==> src/rtl/ctrl_pkg.sv <==
// ctrl_pkg
// Shared definitions for the decoded control word that travels from decode
// to execute, plus the derived width and halt-flag position used by the
// issue queue.
package ctrl_pkg;

    // Decoded control fields. The first member is the MSB of the packed word.
    // The halt flag is kept at the top so its bit position stays stable when
    // fields lower in the struct change.
    typedef struct packed {
        logic        halt;
        logic        rf_we;
        logic        mem_re;
        logic        mem_we;
        logic [4:0]  rs1;
        logic [4:0]  rs2;
        logic [4:0]  rd;
        logic [4:0]  alu_op;
        logic        alu_src_a;
        logic [1:0]  alu_src_b;
        logic [3:0]  op_type;
        logic [2:0]  w_type;
        logic [2:0]  r_type;
        logic [2:0]  imm_type;
        logic [31:0] mask;
        logic [3:0]  matmul_op;
        logic [3:0]  matmul_idx;
        logic [2:0]  branch_sel;
        logic [1:0]  synch_sel;
        logic [1:0]  flush_sel;
    } ctrl_word_t;

    localparam int CTRL_W   = $bits(ctrl_word_t);
    localparam int HALT_POS = CTRL_W - 1;

endpackage

==> src/rtl/ctrl_issue_queue.sv <==
// ctrl_issue_queue
// FIFO of decoded control words between decode and execute. Each accepted
// word is tagged with a monotonically increasing sequence number. A flush
// empties the queue without disturbing the tag counter. Once a halt word is
// accepted, further enqueues are held off until it drains.
//
// Ports:
//   clk, rst_n          clock, synchronous active-low reset
//   in_valid/in_ready   decode-side handshake, in_ctrl is the packed word
//   out_valid/out_ready execute-side handshake, out_ctrl/out_tag are the head
//   flush               discard all entries (highest priority after reset)
//   count               current occupancy
//   almost_full         count >= AF_THRESH
//   halt_pending        a halt word is queued and not yet dequeued
module ctrl_issue_queue
    import ctrl_pkg::*;
#(
    parameter int DEPTH     = 4,
    parameter int CTRL_W    = ctrl_pkg::CTRL_W,
    parameter int TAG_W     = 8,
    parameter int AF_THRESH = DEPTH - 1,
    parameter int HALT_BIT  = ctrl_pkg::HALT_POS
) (
    input  logic                       clk,
    input  logic                       rst_n,
    input  logic                       in_valid,
    output logic                       in_ready,
    input  logic [CTRL_W-1:0]          in_ctrl,
    output logic                       out_valid,
    input  logic                       out_ready,
    output logic [CTRL_W-1:0]          out_ctrl,
    output logic [TAG_W-1:0]           out_tag,
    input  logic                       flush,
    output logic [$clog2(DEPTH+1)-1:0] count,
    output logic                       almost_full,
    output logic                       halt_pending
);

    localparam int PTR_W = $clog2(DEPTH);
    localparam int CNT_W = $clog2(DEPTH + 1);

    // Pointer increment with explicit wrap so DEPTH need not be a power of two.
    function automatic logic [PTR_W-1:0] nextPtr(input logic [PTR_W-1:0] p);
        if (p == PTR_W'(DEPTH - 1)) begin
            return '0;
        end
        return p + PTR_W'(1);
    endfunction

    logic [CTRL_W-1:0] ctrlMem_q [DEPTH];
    logic [TAG_W-1:0]  tagMem_q  [DEPTH];

    logic [PTR_W-1:0] wrPtr_q, wrPtr_d;
    logic [PTR_W-1:0] rdPtr_q, rdPtr_d;
    logic [CNT_W-1:0] count_q, count_d;
    logic [TAG_W-1:0] tagCnt_q, tagCnt_d;
    logic             halt_q, halt_d;

    logic enq;
    logic deq;

    // Handshake outputs depend on registered state only, so in_ready never
    // looks at in_valid.
    assign in_ready     = (count_q < CNT_W'(DEPTH)) & ~halt_q;
    assign out_valid    = (count_q != '0);
    assign out_ctrl     = ctrlMem_q[rdPtr_q];
    assign out_tag      = tagMem_q[rdPtr_q];
    assign count        = count_q;
    assign almost_full  = (count_q >= CNT_W'(AF_THRESH));
    assign halt_pending = halt_q;

    assign enq = in_valid & in_ready;
    assign deq = out_valid & out_ready;

    // Flush wins over any concurrent handshake but leaves the tag counter
    // alone so tags remain unique across redirects.
    always_comb begin
        wrPtr_d  = wrPtr_q;
        rdPtr_d  = rdPtr_q;
        count_d  = count_q;
        tagCnt_d = tagCnt_q;
        halt_d   = halt_q;
        if (flush) begin
            wrPtr_d = '0;
            rdPtr_d = '0;
            count_d = '0;
            halt_d  = 1'b0;
        end else begin
            if (enq) begin
                wrPtr_d  = nextPtr(wrPtr_q);
                tagCnt_d = tagCnt_q + TAG_W'(1);
            end
            if (deq) begin
                rdPtr_d = nextPtr(rdPtr_q);
            end
            case ({enq, deq})
                2'b10:   count_d = count_q + CNT_W'(1);
                2'b01:   count_d = count_q - CNT_W'(1);
                default: count_d = count_q;
            endcase
            // An enqueue is impossible while a halt word is queued, so the
            // clear and set below never collide.
            if (deq && out_ctrl[HALT_BIT]) begin
                halt_d = 1'b0;
            end
            if (enq && in_ctrl[HALT_BIT]) begin
                halt_d = 1'b1;
            end
        end
    end

    // Storage is cleared on reset so the head outputs are never X.
    always_ff @(posedge clk) begin
        if (!rst_n) begin
            wrPtr_q  <= '0;
            rdPtr_q  <= '0;
            count_q  <= '0;
            tagCnt_q <= '0;
            halt_q   <= 1'b0;
            for (int i = 0; i < DEPTH; i++) begin
                ctrlMem_q[i] <= '0;
                tagMem_q[i]  <= '0;
            end
        end else begin
            wrPtr_q  <= wrPtr_d;
            rdPtr_q  <= rdPtr_d;
            count_q  <= count_d;
            tagCnt_q <= tagCnt_d;
            halt_q   <= halt_d;
            if (enq && !flush) begin
                ctrlMem_q[wrPtr_q] <= in_ctrl;
                tagMem_q[wrPtr_q]  <= tagCnt_q;
            end
        end
    end

endmodule
==> config.mk <==
export PLATFORM = sky130hd
export DESIGN_NAME = ctrl_issue_queue
export DESIGN_NICKNAME = d
export VERILOG_FILES = /design/src/rtl/ctrl_pkg.sv /design/src/rtl/ctrl_issue_queue.sv
export SDC_FILE = /design/constraint.sdc
export NUM_CORES = 1
export LEC_CHECK = 0
export CAP_MARGIN = 20
export CELL_PAD_IN_SITES_DETAIL_PLACEMENT = 1
export CELL_PAD_IN_SITES_GLOBAL_PLACEMENT = 1
export CORE_MARGIN = 4
export CORE_UTILIZATION = 43
export CTS_CLUSTER_SIZE = 16
export DETAILED_ROUTE_END_ITERATION = 10
export PLACE_DENSITY = 0.74
export RECOVER_POWER = 50
export SLEW_MARGIN = 5
export SYNTH_ARGS = -nofsm -noshare
export SYNTH_HDL_FRONTEND = slang
export SYNTH_SLANG_ARGS = --single-unit
==> constraint.sdc <==
create_clock -name clk -period 7.6 [get_ports clk]
set_clock_uncertainty 0.1 [all_clocks]
set_input_delay 1.9 -clock clk [delete_from_list [all_inputs] [get_ports clk]]
set_output_delay 1.9 -clock clk [all_outputs]
set_load 0.01 [all_outputs]
Word level (Yosys, flattened, before mapping)
Memories as Yosys holds them, arrays and structs flattened. A register that Yosys moved wholly into a read port is not among the register bits.
Cells that the tools add are included.

operators by class
  reductions and logical operators = 11
  $add $sub $neg = 5
  bitwise gates (word level) = 6
  multiplexer cells = 27
  $lt $le $gt $ge = 2
  equality and inequality tests = 4

operator list
  operator               count
  $mux W87               1
  $reduce_or A87 Y1      1
  $mux W2                10
  $mux W1                14
  $add A8 B1 Y8 const B  1
  $mux W8                1
  $reduce_or A8 Y1       1
  $eq A2 B2 Y1 const B   3
  $pmux W3 S2            1
  $add A2 B1 Y2 const B  2
  $reduce_bool A2 Y1     2
  $add A3 B1 Y3 const B  1
  $and A1 B1 Y1          3
  $ge A3 B2 Y1 const B   1
  $logic_and A1 B1 Y1    3
  $lt A3 B3 Y1 const B   1
  $not A1 Y1             3
  $reduce_bool A3 Y1     1
  $sub A3 B1 Y3 const B  1
  $eq A2 B1 Y1 const B   1
  $reduce_and A2 Y1      1
  $reduce_or A2 Y1       1
  $logic_not A1 Y1       1

word-level totals
  memories = 2
  bits of input ports = 92
  memory bits (writable) = 380
  bits in registers = 16
  word-level logic and storage cells = 62

memory list
  name       words  bits a word  rd ports  clocked after memory_dff  wr ports  RTL line                text
  ctrlMem_q  4      87           1         1                         4         ctrl_issue_queue.sv:50  logic [CTRL_W-1:0] ctrlMem_q [DEPTH];
  tagMem_q   4      8            1         1                         4         ctrl_issue_queue.sv:51  logic [TAG_W-1:0] tagMem_q [DEPTH];

Depth between registers and ports, before layout
  word-level depth = 9
  mapped depth = 9
  depth with buffers taken out = 7

Least setup slack after synthesis
OpenSTA, ideal clock, no wires.

  path kind = input to register
  from = input flush
  to = memory ctrlMem_q[3][0] (netlist name), enable pin
  arrival time = 6.656 ns
  required time = 6.951 ns
  path buffers = 1
  setup slack = 0.295 ns
  library setup time = 0.549 ns
  stages on the path = 4
  cells stage by stage = nor4b_2 clkbuf_1 a21oi_1 nor2_1

RTL lines
  item                RTL line                text
  start: declaration  ctrl_issue_queue.sv:33  input logic flush,
  end: declaration    ctrl_issue_queue.sv:50

==> summary.md <==
The first TritonRoute pass finished after 5 iterations. For this design the top-level I/O count stands at 194. The kind of path behind the tightest hold check was reg2reg. The dominant cell type by area after synthesis is sky130_fd_sc_hd__edfxtp_1. The initial utilization of the core area, before any placement, comes to 43.5%. After detailed routing, the number of remaining DRC violations is 0. Final sum of negative setup slack: 0 ns. Setup repair after global routing left no endpoint under its margin.

The smallest clock period supported by the final layout is computed as 6.26 ns. The final-report max-slew violation count is 385. The H-tree was split into 2 levels. The synthesized design contains 398 register bits. The number of hold buffers added after CTS was 0. The tools report the worst IR drop on VDD as 131 uV. After synthesis, flip-flops and latches occupy 68.3% of the total area.

The die is 208 um wide. The logs give 73 for the number of standard-cell rows in the floorplan and 19.0% for the aggregate global-route resource usage. The total grt overflow was 0; the ratio of cells with drive above 1 in the final layout was 13.5%.

Summing every instance area after synthesis gives 17200 um^2. The logs give 19600 um^2 for the placement-stage cell area and 1129 for the number of nets in the synthesized netlist. Counting distinct cell types in the post-synthesis netlist gives 39.

Yosys attributes the largest share of cell area to sky130_fd_sc_hd__edfxtp_1, sky130_fd_sc_hd__mux4_2, sky130_fd_sc_hd__and2_1. The count of input and output buffers is 193. The critical path arrival is 6.56 ns. The classification of the worst setup path is in2reg.

For the pin with the worst max-slew slack, the measured transition is 3.07 ns. The tools report the critical path data required time as 7.90 ns. Number of antenna-violating nets in the routed design: 0.

The logs give 7.58 nW for the standby leakage power and 64000 um for the wire length of the first global-routing pass. Buffers added to address setup during post-CTS repair amount to 0. The detailed router finished its first iteration with 533 violations. The areal power density over the cells was 235 nW/um^2. The checks that failed: capacitance limit, slew limit. Mean instance size in the synthesized netlist: 16.7 um^2. Entering global routing, the biggest net connects 96 pins. The area growth from synthesis to layout is 20.9%.

STA classifies the critical path startpoint as an input port. The run finished, with violations left. The floorplan step set the die height to 208 um. Along the worst path, the maximum fanout reaches 58. The number of clock buffers added by TritonCTS is 42. The share of the clock period used by the worst path was 82.4%; the number of gates resized after cts was 0.

During synthesis, Yosys emitted a total of 0 warnings. The maximum frequency from static timing analysis was 160 MHz. After the last flow step, the layout net total stands at 1303. After clock tree synthesis, the clock-pin slew on the worst setup and hold paths is 0.06 ns. Max-cap check violation count: 6. Detailed routing inserted a total of 9474 vias. The half-perimeter wire length after placement was 22400 um; the area share of the leading cell type in the synthesized netlist was 66.2%. STA classifies the critical path endpoint as a flip-flop.

The repair_antennas step left the layout with diodes totalling 0. The run gives -105% as the worst relative slew slack. Most instantiated flip-flop cell in the synthesis netlist: sky130_fd_sc_hd__edfxtp_1.

The synthesized instance count is 1032, and the post-route standard cell area excluding fillers is 20800 um^2. The tree built by TritonCTS fans out to 398 sinks. For the number of global-route vias before repair, the log shows 10600. For the full die area, the log shows 43300 um^2.

The insertion delay of the later-clocked pin in the worst-skew pair came out at 0.54 ns. The per-cell routed wire length came out at 23.5 um. The run gives 0 as the number of hold-slack violations in the final timing report. Number of enable-type register cells in the synthesized netlist: 380.

The congestion estimate from routability-driven global placement came to 0.724. Clock tree synthesis selected as its root buffer the cell sky130_fd_sc_hd__clkbuf_16. The area inside the core boundary came out at 39600 um^2. The longest clock path from root to sink contains 3 buffers. The initial antenna violation count came out at 0. Of all flip-flops after synthesis, the portion carrying an async set or reset was 0%. The detail-routed via count per cell is 5.37.

The post-detailed-routing wire length is 41400 um. The tools report the final count of negative-setup-slack endpoints as 0. TritonCTS built the clock tree.
## layer usage
layer / wire, um / share of wire [%] / track usage [%]
met1: 17500 / 42 / 25.0
met2: 21100 / 51 / 32.9
met3: 1840 / 4.5 / 3.02
met5: 0 / 0 / 0
met4: 981 / 2.4 / 5.28
## area by class of cell
cell class                      instances  area (um^2)
Fill cell                            3768        18800
Tap cell                              525          657
Sequential cell                       398        11800
Clock buffer                           53         1110
Multi-Input combinational cell        549         5020
Inverter                                8         30.0
Clock inverter                         23          185
Timing Repair Buffer                  207         2050
## cells by family after synthesis
kind of cell / count (synthesis) / synth area share (%)
compound gates: 17 / 0.711
xor+xnor: 3 / 0.152
fa+ha+maj: 5 / 0.407
buf+inv: 85 / 2.33
flops: 398 / 68.3
mux: 100 / 12.7
simple gates: 424 / 15.4
## metrics by stage
step | hold WS [ns] | util (%) | worst slack [ns] | std cells | total power [mW]
final | 0.427 | 52.6 | 1.34 | 1763 | 4.89
after global routing | 0.459 | 52.6 | 1.09 | 1763 | 5.08
after CTS | 0.421 | 52.8 | 2.29 | 1762 | 4.96
after detailed placement | 0.410 | 49.6 | 2.42 | 1686 | 2.98
after global placement | 0.390 | 49.6 | 2.45 | 1686 | 2.97
after floorplan | 0.363 | - | 0.295 | 1032 | 2.77
## report_power, final
part / total [mW] / switching [mW] / internal (mW)
Sequential: 2.55 / 0.0339 / 2.52
Clock: 1.97 / 0.830 / 1.14
Combinational: 0.374 / 0.195 / 0.179
## path summary, 6_finish.rpt
check	start	to	slack [ns]	cells after the start
max reg2reg	count[2]	ctrlMem_q[2][34]	2.80	5
min reg2reg	tagCnt_q[7]	tagCnt_q[7]	0.43	2
max	flush	ctrlMem_q[2][34]	1.34	6
min	tagCnt_q[7]	tagCnt_q[7]	0.43	2
## sequential cells by signal (all words and copies together), names as in the netlist, named ones only
register      count
count             3
ctrlMem_q       348
halt_pending      1
rdPtr_q           2
tagCnt_q          8
tagMem_q         32
wrPtr_q           2
## synthesized netlist by cell type (all sizes together), types with 3 or more instances
library cell / instances
or3: 3
inv: 7
ha: 4
edfxtp: 380
nand2b: 8
nand3: 3
a21oi: 9
and3: 93
clkbuf: 56
mux2i: 5
and2: 285
buf: 21
nor3: 4
mux4: 95
nand2: 9
nor2: 9
dfxtp: 18
## worst max-delay path, cell delays in order
cell and delay [ns]:
sky130_fd_sc_hd__dlygate4sd3_1 0.58, sky130_fd_sc_hd__or4b_1 0.71, sky130_fd_sc_hd__nor4b_1 0.43, sky130_fd_sc_hd__clkbuf_1 1.45, sky130_fd_sc_hd__clkbuf_2 1.20, sky130_fd_sc_hd__and2_0 0.25
## cell usage in the layout (no fill, tap or decap), types with 4 or more instances in the layout
cell type,n
sky130_fd_sc_hd__mux2i_1,5
sky130_fd_sc_hd__buf_4,6
sky130_fd_sc_hd__clkbuf_2,4
sky130_fd_sc_hd__mux4_2,95
sky130_fd_sc_hd__and3_1,93
sky130_fd_sc_hd__ha_1,4
sky130_fd_sc_hd__nor3_1,4
sky130_fd_sc_hd__clkinv_2,6
sky130_fd_sc_hd__nor2_1,9
sky130_fd_sc_hd__dfxtp_1,16
sky130_fd_sc_hd__clkdlybuf4s50_1,183
sky130_fd_sc_hd__clkbuf_1,12
sky130_fd_sc_hd__dlygate4sd3_1,9
sky130_fd_sc_hd__a21oi_1,9
sky130_fd_sc_hd__nand2b_1,6
sky130_fd_sc_hd__edfxtp_1,380
sky130_fd_sc_hd__clkinv_1,13
sky130_fd_sc_hd__clkbuf_16,43
sky130_fd_sc_hd__nand2_1,9
sky130_fd_sc_hd__inv_1,7
sky130_fd_sc_hd__and2_1,238
sky130_fd_sc_hd__and2_0,47
Power figures use the tool's default switching activity.
